File: config.mk
export PLATFORM = sky130hd
export DESIGN_NAME = mc_alu_sequencer_flat
export DESIGN_NICKNAME = d
export VERILOG_FILES = /design/src/rtl/mc_alu_sequencer_if.sv /design/src/rtl/mc_alu_sequencer.sv /design/src/flat_wrapper.sv
export SDC_FILE = /design/constraint.sdc
export NUM_CORES = 1
export LEC_CHECK = 0
export CAP_MARGIN = 20
export CORE_ASPECT_RATIO = 1.25
export CORE_MARGIN = 2
export CORE_UTILIZATION = 40
export DETAILED_ROUTE_END_ITERATION = 12
export PLACE_DENSITY = 0.85
export SETUP_SLACK_MARGIN = 0.5
export SLEW_MARGIN = 10
export SYNTH_ARGS = -nofsm -noshare
export SYNTH_HDL_FRONTEND = slang
export SYNTH_SLANG_ARGS = --single-unit
File: constraint.sdc
create_clock -name clk -period 7.8 [get_ports clk]
set_clock_uncertainty 0.05 [all_clocks]
set_input_delay 2.34 -clock clk [delete_from_list [all_inputs] [get_ports clk]]
set_output_delay 2.34 -clock clk [all_outputs]
set_load 0.005 [all_outputs]
File: src/rtl/mc_alu_sequencer_if.sv
// Control bus between the multicycle sequencer and the datapath/memory:
// instruction fields and flags in, mux selects, write enables and mem handshake out.
interface mc_alu_sequencer_if;
    logic [5:0] opcode;
    logic [5:0] funct;
    logic       zero;
    logic       mem_ready;
    logic       mem_req;
    logic       mem_we;
    logic       iord;
    logic       ir_write;
    logic       mdr_write;
    logic       reg_write;
    logic       reg_dst;
    logic       mem_to_reg;
    logic       alu_src_a;
    logic [1:0] alu_src_b;
    logic       imm_zext;
    logic [5:0] alu_op;
    logic [1:0] pc_src;
    logic       pc_en;
    logic       illegal;
    logic       mem_err;
    logic [3:0] state_dbg;

    modport master (
        input  opcode, funct, zero, mem_ready,
        output mem_req, mem_we, iord, ir_write, mdr_write, reg_write, reg_dst,
               mem_to_reg, alu_src_a, alu_src_b, imm_zext, alu_op, pc_src,
               pc_en, illegal, mem_err, state_dbg
    );

    modport slave (
        output opcode, funct, zero, mem_ready,
        input  mem_req, mem_we, iord, ir_write, mdr_write, reg_write, reg_dst,
               mem_to_reg, alu_src_a, alu_src_b, imm_zext, alu_op, pc_src,
               pc_en, illegal, mem_err, state_dbg
    );
endinterface

File: src/rtl/mc_alu_sequencer.sv
// Multicycle main-control FSM: 3-5 states per instruction plus one per memory wait cycle.
// Memory stalls hold the state with mem_req stable; optional timeout parks the FSM in HALT.
module mc_alu_sequencer #(
    parameter int MEM_TIMEOUT = 0,
    parameter int CNT_W       = 8
) (
    input  logic               clk,
    input  logic               rst_n,
    mc_alu_sequencer_if.master bus
);
    typedef enum logic [3:0] {
        IDLE    = 4'd0,  FETCH  = 4'd1,  DECODE = 4'd2,  R_EX   = 4'd3,
        R_WB    = 4'd4,  MEM_ADR = 4'd5, MEM_RD = 4'd6,  MEM_WB = 4'd7,
        MEM_WR  = 4'd8,  I_EX   = 4'd9,  I_WB   = 4'd10, BRANCH = 4'd11,
        JUMP    = 4'd12, HALT   = 4'd13
    } state_t;

    localparam logic [5:0] OP_RTYPE = 6'b000000;
    localparam logic [5:0] OP_LW    = 6'b100011;
    localparam logic [5:0] OP_SW    = 6'b101011;
    localparam logic [5:0] OP_BEQ   = 6'b000100;
    localparam logic [5:0] OP_J     = 6'b000010;
    localparam logic [5:0] OP_ADDI  = 6'b001000;
    localparam logic [5:0] OP_ANDI  = 6'b001100;
    localparam logic [5:0] OP_ORI   = 6'b001101;
    localparam logic [5:0] OP_XORI  = 6'b001110;

    localparam logic [5:0] ALU_ADD = 6'b100000;
    localparam logic [5:0] ALU_SUB = 6'b100010;
    localparam logic [5:0] ALU_AND = 6'b100100;
    localparam logic [5:0] ALU_OR  = 6'b100101;
    localparam logic [5:0] ALU_XOR = 6'b100110;
    localparam logic [5:0] ALU_NOR = 6'b100111;
    localparam logic [5:0] ALU_NOP = 6'b000000;

    localparam logic [CNT_W-1:0] CNT_LIM = (MEM_TIMEOUT > 0) ? CNT_W'(MEM_TIMEOUT - 1) : '0;

    state_t           state;
    state_t           nxt;
    logic [CNT_W-1:0] cnt;
    logic             req_st;
    logic             timed_out;
    logic             op_known;

    assign req_st    = (state == FETCH) || (state == MEM_RD) || (state == MEM_WR);
    // A ready in the threshold cycle takes priority over the abort.
    assign timed_out = (MEM_TIMEOUT > 0) && req_st && !bus.mem_ready && (cnt == CNT_LIM);
    assign bus.state_dbg = state;

    always_comb begin
        op_known = 1'b0;
        case (bus.opcode)
            OP_RTYPE, OP_LW, OP_SW, OP_BEQ, OP_J,
            OP_ADDI, OP_ANDI, OP_ORI, OP_XORI: op_known = 1'b1;
            default:                           op_known = 1'b0;
        endcase
    end

    always_comb begin
        nxt = state;
        case (state)
            IDLE:    nxt = FETCH;
            FETCH:   if (bus.mem_ready) nxt = DECODE; else if (timed_out) nxt = HALT;
            DECODE: begin
                case (bus.opcode)
                    OP_RTYPE:                          nxt = R_EX;
                    OP_LW, OP_SW:                      nxt = MEM_ADR;
                    OP_BEQ:                            nxt = BRANCH;
                    OP_J:                              nxt = JUMP;
                    OP_ADDI, OP_ANDI, OP_ORI, OP_XORI: nxt = I_EX;
                    default:                           nxt = FETCH;
                endcase
            end
            R_EX:    nxt = R_WB;
            R_WB:    nxt = FETCH;
            MEM_ADR: nxt = (bus.opcode == OP_SW) ? MEM_WR : MEM_RD;
            MEM_RD:  if (bus.mem_ready) nxt = MEM_WB; else if (timed_out) nxt = HALT;
            MEM_WB:  nxt = FETCH;
            MEM_WR:  if (bus.mem_ready) nxt = FETCH; else if (timed_out) nxt = HALT;
            I_EX:    nxt = I_WB;
            I_WB:    nxt = FETCH;
            BRANCH:  nxt = FETCH;
            JUMP:    nxt = FETCH;
            HALT:    nxt = HALT;
            default: nxt = IDLE;
        endcase
    end

    always_ff @(posedge clk or negedge rst_n) begin
        if (!rst_n) begin
            state <= IDLE;
            cnt   <= '0;
        end else begin
            state <= nxt;
            // Counts only consecutive unanswered cycles of the current access.
            if (!req_st || bus.mem_ready || nxt != state)
                cnt <= '0;
            else
                cnt <= cnt + CNT_W'(1);
        end
    end

    // Outputs decode from state so the async reset silences them immediately.
    always_comb begin
        bus.mem_req    = 1'b0;
        bus.mem_we     = 1'b0;
        bus.iord       = 1'b0;
        bus.ir_write   = 1'b0;
        bus.mdr_write  = 1'b0;
        bus.reg_write  = 1'b0;
        bus.reg_dst    = 1'b0;
        bus.mem_to_reg = 1'b0;
        bus.alu_src_a  = 1'b0;
        bus.alu_src_b  = 2'b00;
        bus.imm_zext   = 1'b0;
        bus.alu_op     = ALU_NOP;
        bus.pc_src     = 2'b00;
        bus.pc_en      = 1'b0;
        bus.illegal    = 1'b0;
        bus.mem_err    = 1'b0;
        case (state)
            FETCH: begin
                bus.mem_req   = 1'b1;
                bus.alu_src_b = 2'b01;
                bus.alu_op    = ALU_ADD;
                bus.ir_write  = bus.mem_ready;
                bus.pc_en     = bus.mem_ready;
            end
            DECODE: begin
                bus.alu_src_b = 2'b11;
                bus.alu_op    = ALU_ADD;
                bus.illegal   = !op_known;
            end
            R_EX: begin
                bus.alu_src_a = 1'b1;
                case (bus.funct)
                    ALU_ADD, ALU_SUB, ALU_AND, ALU_OR, ALU_XOR, ALU_NOR: bus.alu_op = bus.funct;
                    default:                                             bus.alu_op = ALU_NOP;
                endcase
            end
            R_WB: begin
                bus.reg_write = 1'b1;
                bus.reg_dst   = 1'b1;
            end
            MEM_ADR: begin
                bus.alu_src_a = 1'b1;
                bus.alu_src_b = 2'b10;
                bus.alu_op    = ALU_ADD;
            end
            MEM_RD: begin
                bus.mem_req   = 1'b1;
                bus.iord      = 1'b1;
                bus.mdr_write = bus.mem_ready;
            end
            MEM_WB: begin
                bus.reg_write  = 1'b1;
                bus.mem_to_reg = 1'b1;
            end
            MEM_WR: begin
                bus.mem_req = 1'b1;
                bus.mem_we  = 1'b1;
                bus.iord    = 1'b1;
            end
            I_EX: begin
                bus.alu_src_a = 1'b1;
                bus.alu_src_b = 2'b10;
                case (bus.opcode)
                    OP_ADDI: bus.alu_op = ALU_ADD;
                    OP_ANDI: begin bus.alu_op = ALU_AND; bus.imm_zext = 1'b1; end
                    OP_ORI:  begin bus.alu_op = ALU_OR;  bus.imm_zext = 1'b1; end
                    OP_XORI: begin bus.alu_op = ALU_XOR; bus.imm_zext = 1'b1; end
                    default: bus.alu_op = ALU_NOP;
                endcase
            end
            I_WB:    bus.reg_write = 1'b1;
            BRANCH: begin
                bus.alu_src_a = 1'b1;
                bus.alu_op    = ALU_SUB;
                bus.pc_src    = 2'b01;
                bus.pc_en     = bus.zero;
            end
            JUMP: begin
                bus.pc_src = 2'b10;
                bus.pc_en  = 1'b1;
            end
            HALT:    bus.mem_err = 1'b1;
            default: ;
        endcase
    end
endmodule
File: src/flat_wrapper.sv
// flat-port wrapper written by rule: the top's interface ports become plain ports
module mc_alu_sequencer_flat 
#(
    parameter int MEM_TIMEOUT = 0,
    parameter int CNT_W       = 8
)
  (clk, rst_n, bus_opcode, bus_funct, bus_zero, bus_mem_ready, bus_mem_req, bus_mem_we, bus_iord, bus_ir_write, bus_mdr_write, bus_reg_write, bus_reg_dst, bus_mem_to_reg, bus_alu_src_a, bus_alu_src_b, bus_imm_zext, bus_alu_op, bus_pc_src, bus_pc_en, bus_illegal, bus_mem_err, bus_state_dbg);
  mc_alu_sequencer_if bus_i ();
  input  logic clk;
  input  logic rst_n;
  input wire logic [$bits(bus_i.opcode)-1:0] bus_opcode;
  input wire logic [$bits(bus_i.funct)-1:0] bus_funct;
  input wire logic [$bits(bus_i.zero)-1:0] bus_zero;
  input wire logic [$bits(bus_i.mem_ready)-1:0] bus_mem_ready;
  output wire logic [$bits(bus_i.mem_req)-1:0] bus_mem_req;
  output wire logic [$bits(bus_i.mem_we)-1:0] bus_mem_we;
  output wire logic [$bits(bus_i.iord)-1:0] bus_iord;
  output wire logic [$bits(bus_i.ir_write)-1:0] bus_ir_write;
  output wire logic [$bits(bus_i.mdr_write)-1:0] bus_mdr_write;
  output wire logic [$bits(bus_i.reg_write)-1:0] bus_reg_write;
  output wire logic [$bits(bus_i.reg_dst)-1:0] bus_reg_dst;
  output wire logic [$bits(bus_i.mem_to_reg)-1:0] bus_mem_to_reg;
  output wire logic [$bits(bus_i.alu_src_a)-1:0] bus_alu_src_a;
  output wire logic [$bits(bus_i.alu_src_b)-1:0] bus_alu_src_b;
  output wire logic [$bits(bus_i.imm_zext)-1:0] bus_imm_zext;
  output wire logic [$bits(bus_i.alu_op)-1:0] bus_alu_op;
  output wire logic [$bits(bus_i.pc_src)-1:0] bus_pc_src;
  output wire logic [$bits(bus_i.pc_en)-1:0] bus_pc_en;
  output wire logic [$bits(bus_i.illegal)-1:0] bus_illegal;
  output wire logic [$bits(bus_i.mem_err)-1:0] bus_mem_err;
  output wire logic [$bits(bus_i.state_dbg)-1:0] bus_state_dbg;
  assign bus_i.opcode = bus_opcode;
  assign bus_i.funct = bus_funct;
  assign bus_i.zero = bus_zero;
  assign bus_i.mem_ready = bus_mem_ready;
  assign bus_mem_req = bus_i.mem_req;
  assign bus_mem_we = bus_i.mem_we;
  assign bus_iord = bus_i.iord;
  assign bus_ir_write = bus_i.ir_write;
  assign bus_mdr_write = bus_i.mdr_write;
  assign bus_reg_write = bus_i.reg_write;
  assign bus_reg_dst = bus_i.reg_dst;
  assign bus_mem_to_reg = bus_i.mem_to_reg;
  assign bus_alu_src_a = bus_i.alu_src_a;
  assign bus_alu_src_b = bus_i.alu_src_b;
  assign bus_imm_zext = bus_i.imm_zext;
  assign bus_alu_op = bus_i.alu_op;
  assign bus_pc_src = bus_i.pc_src;
  assign bus_pc_en = bus_i.pc_en;
  assign bus_illegal = bus_i.illegal;
  assign bus_mem_err = bus_i.mem_err;
  assign bus_state_dbg = bus_i.state_dbg;
  mc_alu_sequencer #(.MEM_TIMEOUT(MEM_TIMEOUT), .CNT_W(CNT_W)) u_core (.clk(clk), .rst_n(rst_n), .bus(bus_i));
endmodule
==> metrics, run 1 <==
cell count after synthesis 114; WP data required 5.41 ns; post-synthesis cell area 731 um^2; f_max 144 MHz; register area share after synthesis 13.7%; Tcrit/Tclk final 89.3%; Leakage Power 0.000450 uW; Via density 5.74; Hold WS 0.813 ns; crit-path leading delay family buffers and inverters; count of flip-flops with a built-in enable after synthesis 0; hold buffer count at CTS 0; Synth async-reset ratio 100%; hold crit path type flip-flop to flip-flop; power density cells 253 mW/mm^2; die height 51.8 um; Clock Tree Buf Depth 2; CTS root buf clkbuf_4; wirelength, routed 2.16 mm; crit-path cells clkdlybuf4s50_1, or2_2, or4_1, o32ai_1, clkdlybuf4s50_1; ranking of synthesized cells by area dfrtp_1 14%, nor2_1 9.2%, o21ai_0 6.2%; flop2flop setup slack 5.90 ns; Slew Limit Fails 0; Worst-path clk slew 0.03 ns; Pre-Repair DR Iteration Count 4; PortBufs 40; die area 0.00219 mm^2; Most Frequent Cell on Critical Path clkdlybuf4s50_1; setup violators final 0; TritonCTS clock tree yes; Synth Warn # 0; critical path depth in cells 5; Buffers & Inverters on Critical Path 2; antenna fix cells 0; Slew @ Worst Pin 0.617 ns; run status finished clean; Crit Reg-Reg Startpoint u_core.bus.state_dbg[1]; Synth-to-Final Area Change 54.5%; Final Critical Period 6.97 ns; CP arrival 4.58 ns; Yosys top cell by area dfrtp_1; slowest cell delay on critical path 0.59 ns; total grt overflow 0; ys flop type dfrtp_1; Startpoint Class input pin; core box area 0.00174 mm^2; clock buffer count from CTS 3; share of post-route cells with drive strength above 1 8.11%; initial antenna violation count 0; worst rel slew slack 58.8%; reg2reg path depth 3; Max-Cap Viols 0; vias in the first global route 863; Clock Latency Late Sink 0.24 ns; #FFs+latches synth 4; Final ANT Viol Nets 0; crit path max fanout 4; FP Rows 17; first-pass GRT wire length 3.72 mm; post-CTS setup buffers 0; VDD IR-drop max 0.114 mV; CP endpoint kind output port; DR DRC count 0; post-cts repair resize count 0; Via Count 958; CP Class input pin to output port; Mean Syn Cell Area 6.41 um^2; Largest register FFs 4; top-area cell type share of the netlist area 13.7%; crit path to bus_alu_op[0]; Netlist cell types 43; routed length per instance 12.9 um; RSZ-0062 raised after global routing no; CP max-delay cell clkdlybuf4s50_1; gpl congestion 0.772; nets@finish 166; R2R Path End u_core.bus.state_dbg[1]; CP startpoint bus_opcode[4]; setup_tns 0 ns; Hold Fails Final Rpt 0; all-layer global routing usage 21.2%; die width 42.2 um; Initial Utilization 41.9%; DRT iter0 DRCs 17; Sink Count 4; largest net degree at the start of global routing 22; H-tree depth 1; placed wire-length estimate 1.69 mm; # IOs 43
==> layout by cell type, fill, tap and decap left out, types with 2 or more instances in the layout <==
master,netlist,routed
nor2_1,18,18
dfrtp_1,4,4
a21o_1,2,2
inv_1,6,6
o31ai_1,4,4
nor3_1,8,8
nand4_1,2,2
nand2_1,11,11
clkbuf_4,0,3
clkdlybuf4s50_1,0,40
a21oi_1,6,6
conb_1,1,2
nand2b_4,2,2
or2_2,2,2
nand2b_1,3,3
a31oi_1,2,2
or4_1,2,2
o21ai_0,9,9
==> worst min-delay path by stage <==
stage                            startpoint                      end  slack [ns]  cells after the start
floorplan           u_core.bus.state_dbg[1]  u_core.bus.state_dbg[2]        0.63                      2
global placement    u_core.bus.state_dbg[3]  u_core.bus.state_dbg[2]        0.79                      2
detailed placement  u_core.bus.state_dbg[1]  u_core.bus.state_dbg[3]        0.79                      1
CTS                 u_core.bus.state_dbg[1]  u_core.bus.state_dbg[3]        0.81                      1
global route        u_core.bus.state_dbg[1]  u_core.bus.state_dbg[3]        0.87                      1
finish              u_core.bus.state_dbg[3]  u_core.bus.state_dbg[2]        0.81                      2
==> report_power, final <==
group          switching [uW]  total (uW)  internal [uW]
registers                39.0        67.1           28.1
clock network            8.28        25.5           17.2
logic                    79.6         193            113
==> layout make-up <==
class                      instances  area (um^2)
timing repair buffer              40          400
inverter                           6         22.5
fill                             161          616
multi-input combinational         95          559
sequential                         4          100
tap                               19         23.8
clock buffer                       3         22.5
==> cell families after synthesis <==
family / synth area share [%]
buf+inv: 10.3
compound gates: 30.7
xor+xnor: 1.20
other cells: 0.513
flops: 13.7
simple gates: 43.7
==> cell usage after synthesis (2+ instances only) <==
master and number:
o31ai_1 4, o21ai_0 9, nand2_1 11, or4_1 2, a21oi_1 6, nand4_1 2
buf_4 3, a31oi_1 2, clkbuf_1 3, nand2b_1 3, inv_1 6, nor2_1 18
dfrtp_1 4, nor3_1 8, buf_2 2, a21o_1 2, nand2b_4 2, or2_2 2
==> tightest hold or removal path, delay by kind of cell, from the launching register on <==
family / cells / cell delay, ns
compound gates: 1 / 0.07
flops: 1 / 0.56
simple gates: 1 / 0.19
==> through the flow <==
stage	instances	utilization (%)	worst slack (ns)	cell area (um^2)	power, uW
final	167	64.7	0.831	1130	285
after global routing	167	64.7	0.835	1130	310
after CTS	167	64.7	0.868	1130	285
after detailed placement	164	63.4	0.868	1110	259
after global placement	164	63.4	0.998	1110	255
after floorplan	115	-	1.98	734	164
==> routing by layer <==
| metal | vias up | track usage (%) | wire, um |
|---|---|---|---|
| li1 | 487 | - | - |
| met2 | 25 | 38.7 | 1140 |
| met3 | 2 | 2.78 | 85 |
| met1 | 444 | 25.8 | 917 |
| met5 | - | 0 | 0 |
| met4 | 0 | 5.73 | 16 |
Power figures use the tool's default switching activity.
==> run 2: changes to the inputs <==
--- a/config.mk
+++ b/config.mk
@@ -8,9 +8,10 @@
 export CAP_MARGIN = 20
 export CORE_ASPECT_RATIO = 1.25
 export CORE_MARGIN = 2
-export CORE_UTILIZATION = 40
+export CORE_UTILIZATION = 42
+export CTS_BUF_LIST = sky130_fd_sc_hd__clkbuf_4 sky130_fd_sc_hd__clkbuf_8
 export DETAILED_ROUTE_END_ITERATION = 12
-export PLACE_DENSITY = 0.85
+export PLACE_DENSITY = 0.88
 export SETUP_SLACK_MARGIN = 0.5
 export SLEW_MARGIN = 10
 export SYNTH_ARGS = -nofsm -noshare
==> constraint.sdc (replaced) <==
create_clock -name clk -period 7.8 [get_ports clk]
set_clock_uncertainty 0.05 [all_clocks]
set_input_delay 2.34 -clock clk [delete_from_list [all_inputs] [get_ports clk]]
set_output_delay 2.34 -clock clk [all_outputs]
set_load 0.1 [all_outputs]
==> run 2 against run 1 <==
Hold slack lost 0.022 ns. First-iteration DRC count up 110%. Clock-buffer cell count stayed put. Sequential share of layout area up 0.099 points. Global-route usage rose by 3.4 points. Wire length is 1.6% higher. Die area shrank 4.4%. Design area is 1.1% lower. Worst setup slack improved by 0.34 ns. Non-clock buffer count is the same.
==> metrics, run 2 (synthesis results as in run 1) <==
total grt overflow 0; met1 global-route usage 31.0%; Startpoint Class input pin; grt met3 use 3.54%; Synth-to-Final Area Change 52.7%; largest net degree at the start of global routing 22; FP Rows 16; CTS root buf clkbuf_4; CP arrival 4.24 ns; # IOs 43; setup_tns 0 ns; TritonCTS clock tree yes; Slew @ Worst Pin 0.981 ns; initial antenna violation count 0; Crit Reg-Reg Startpoint u_core.bus.state_dbg[1]; core box area 0.00160 mm^2; DRT iter0 DRCs 36; Max-Cap Viols 0; R2R Path End u_core.bus.state_dbg[1]; Initial Utilization 45.6%; most frequent cells in the layout 31 x clkdlybuf4s50_1, 18 x nor2_1, 11 x nand2_1; vias in the first global route 847; Clock Latency Late Sink 0.25 ns; Via density 5.91; Tcrit/Tclk final 84.9%; Pre-Repair DR Iteration Count 4; reg2reg path depth 3; Sink Count 4; CP endpoint kind output port; die height 50.6 um; hold path depth 2; Worst-path clk slew 0.04 ns; Slew Limit Fails 0; worst rel slew slack 34.4%; placed wire-length estimate 1.68 mm; f_max 151 MHz; CP Class input pin to output port; run status finished clean; nets@finish 166; most heavily used metal layer in global routing met2; hold path startpoint u_core.bus.state_dbg[3]; post-cts repair resize count 0; WP data required 5.41 ns; all-layer global routing usage 24.6%; hold buffer count at CTS 0; flop2flop setup slack 5.87 ns; H-tree depth 1; wirelength, routed 2.19 mm; hold crit path type flip-flop to flip-flop; Final ANT Viol Nets 0; PortBufs 40; die area 0.00209 mm^2; DR DRC count 0; Via Count 981; share of post-route cells with drive strength above 1 15.5%; setup violators final 0; first-pass GRT wire length 3.68 mm; Largest register FFs 4; Final Critical Period 6.63 ns; crit path max fanout 4; gpl congestion 0.814; clock buffer count from CTS 3; RSZ-0062 raised after global routing no; routed length per instance 13.2 um; Hold Fails Final Rpt 0; antenna fix cells 0; die width 41.3 um; Worst Hold End u_core.bus.state_dbg[2]; most common cell after layout, fill and taps aside clkdlybuf4s50_1; Clock Tree Buf Depth 2; post-CTS setup buffers 0; GR met2 Demand/Resource 40.1%
run 2: how the worst max path moves through the flow:
stage                  startpoint             to  slack (ns)  cells after the start
finish              bus_opcode[4]  bus_alu_op[2]        1.17                      6
global route        bus_opcode[4]  bus_alu_op[2]        1.10                      6
CTS                 bus_opcode[4]  bus_alu_op[2]        1.18                      6
detailed placement  bus_opcode[4]  bus_alu_op[2]        1.19                      6
global placement    bus_opcode[4]  bus_alu_op[0]        1.21                      5
floorplan           bus_opcode[1]    bus_illegal        0.62                      4
run 2: routing by layer:
| layer | vias up | wire, um |
|---|---|---|
| met2 | 48 | 1130 |
| met3 | 5 | 181 |
| li1 | 483 | - |
| met4 | 0 | 42 |
| met1 | 445 | 840 |
| met5 | - | 0 |
run 2: final cells by class:
| class | instances | area [um^2] |
|---|---|---|
| multi-input combinational | 95 | 571 |
| tap | 18 | 22.5 |
| timing repair buffer | 40 | 378 |
| clock buffer | 3 | 22.5 |
| fill | 147 | 485 |
| sequential | 4 | 100 |
| inverter | 6 | 22.5 |
run 2: critical path, stage by stage:
cell and delay (ns):
clkdlybuf4s50_1 0.45, or2_2 0.34, or4_1 0.54, a21oi_2 0.18, a21o_1 0.11, buf_4 0.28
run 2: stage by stage:
stage / cell area [um^2] / instances / hold WS (ns) / utilization [%] / worst slack, ns
floorplan: 746 / 115 / 1.24 / - / 0.621
global placement: 1090 / 163 / 0.786 / 68.3 / 1.21
detailed placement: 1090 / 163 / 0.793 / 68.3 / 1.19
CTS: 1120 / 166 / 0.790 / 69.7 / 1.18
global route: 1120 / 166 / 0.861 / 69.7 / 1.10
finish: 1120 / 166 / 0.791 / 69.7 / 1.17
Power of run 2 is not shown: default switching activity piles up to over one toggle a cycle in this logic, so the estimate is an artifact.
==> run 3: changes to the inputs <==
--- a/config.mk
+++ b/config.mk
@@ -8,10 +8,10 @@
 export CAP_MARGIN = 20
 export CORE_ASPECT_RATIO = 1.25
 export CORE_MARGIN = 2
-export CORE_UTILIZATION = 42
+export CORE_UTILIZATION = 35
 export CTS_BUF_LIST = sky130_fd_sc_hd__clkbuf_4 sky130_fd_sc_hd__clkbuf_8
 export DETAILED_ROUTE_END_ITERATION = 12
-export PLACE_DENSITY = 0.88
+export PLACE_DENSITY = 0.78
 export SETUP_SLACK_MARGIN = 0.5
 export SLEW_MARGIN = 10
 export SYNTH_ARGS = -nofsm -noshare
==> constraint.sdc (replaced) <==
create_clock -name clk -period 6.09 [get_ports clk]
set_clock_uncertainty 0.05 [all_clocks]
set_input_delay 1.827 -clock clk [delete_from_list [all_inputs] [get_ports clk]]
set_output_delay 1.827 -clock clk [all_outputs]
set_load 0.1 [all_outputs]
==> run 3 against run 2 <==
Largest cell class unchanged. Register-to-register slack lost 1.7 ns. Critical path type unchanged. Final cell count increased by 1.2%. Global-route usage down 3.6 points. Design area grew 11%. Clock-buffer cell count stayed put.
==> metrics, run 3 (synthesis results as in run 1) <==
Clock Tree Buf Depth 2; final worst setup slack 0.589 ns; Post-DP Area 0.00120 mm^2; Sink Count 4; Synth-to-Final Area Change 69.5%; f_max 182 MHz; TritonCTS clock tree yes; initial antenna violation count 0; Max-Cap Viols 0; Final Critical Period 5.50 ns; largest net degree at the start of global routing 22; Tcrit/Tclk final 90.3%; # fillers 184; most frequent cells in the layout 30 x clkdlybuf4s50_1, 17 x nor2_1, 11 x nand2_1; pre-CTS setup slack 0.502 ns; gpl congestion 0.763; all-layer global routing usage 21.0%; H-tree depth 1; post-CTS setup buffers 0; Initial Utilization 36.9%; CP Class input pin to output port; Startpoint Class input pin; # IOs 43; worst rel slew slack 33.0%; hold buffer count at CTS 0; share of post-route cells with drive strength above 1 18.9%; DRT iter0 DRCs 32; reg2reg path depth 3; antenna fix cells 0; nets@finish 166; setup_tns 0 ns; PortBufs 40; Slew @ Worst Pin 1.00 ns; Slew Limit Fails 0; crit path max fanout 4; Worst-path clk slew 0.04 ns; hold path startpoint u_core.bus.state_dbg[3]; Via Count 963; die width 44.9 um; most common cell after layout, fill and taps aside clkdlybuf4s50_1; run status finished clean; die height 55.1 um; Pre-Repair DR Iteration Count 4; FF/Latch Area 100 um^2; Clock Latency Late Sink 0.25 ns; Crit Reg-Reg Startpoint u_core.bus.state_dbg[1]; WP data required 4.21 ns; first-pass GRT wire length 3.83 mm; wirelength, routed 2.35 mm; setup violators final 0; CP startpoint bus_opcode[4]; Final ANT Viol Nets 0; CP endpoint kind output port; final instance area 0.00124 mm^2; total grt overflow 0; core box area 0.00198 mm^2; RSZ-0062 raised after global routing no; Via density 5.73; Hold Fails Final Rpt 0; routed length per instance 14.0 um; die area 0.00247 mm^2; CTS root buf clkbuf_4; placed wire-length estimate 1.82 mm; Multi-input gate area 613 um^2; vias in the first global route 899; CP arrival 3.62 ns; clock buffer count from CTS 3; FP Rows 18; Largest register FFs 4; hold path depth 2; DR DRC count 0; hold crit path type flip-flop to flip-flop; Hold WS 0.780 ns
## run 3: changes by cell type in the layout (fill, tap and decap cells not counted), moves of 2 or more
cell	delta
buf_12	+6
nor3_1	-2
buf_4	-6
nor3_2	+2
## run 3: cell type report
type | count | share of cell area (%)
Clock buffer | 3 | 1.82
Inverter | 6 | 1.82
Multi-Input combinational cell | 95 | 49.5
Sequential cell | 4 | 8.08
Tap cell | 20 | 2.02
Timing Repair Buffer | 40 | 36.8
## run 3: routing by layer
layer,vias to the layer above,GRT usage (%),part of all wire (%),wire [um]
met5,-,0,0,0
met1,445,22.6,37,868
met3,5,3.57,5.4,127
met4,0,11.3,1.9,44
met2,31,38.6,56,1310
li1,482,-,-,-
## run 3: final timing paths
path,to,slack [ns]
worst max register to register,u_core.bus.state_dbg[1],4.14
min in group asynchronous,u_core.bus.state_dbg[0],1.73
worst min-delay path,u_core.bus.state_dbg[2],0.78
worst max-delay path,bus_alu_op[0],0.59
max in group asynchronous,u_core.bus.state_dbg[1],4.09
worst min register to register,u_core.bus.state_dbg[2],0.78
## run 3: worst max-delay path: stages
cell             delay (ns)
clkdlybuf4s50_1        0.45
or2_2                  0.34
or4_4                  0.53
o32ai_4                0.26
buf_12                 0.21
## run 3: metrics by stage
step | utilization [%] | cells
finish | 62.5 | 168
global route | 62.5 | 168
CTS | 62.2 | 168
detailed placement | 60.5 | 165
global placement | 60.5 | 165
floorplan | - | 115
## run 3: what timing repair did
item                                    4_1_cts  5_1_grt
pin swaps                                     0        0
gates resized for setup                       1        2
endpoints found under the setup margin        1        3
Power of run 3 is left out for the same reason.
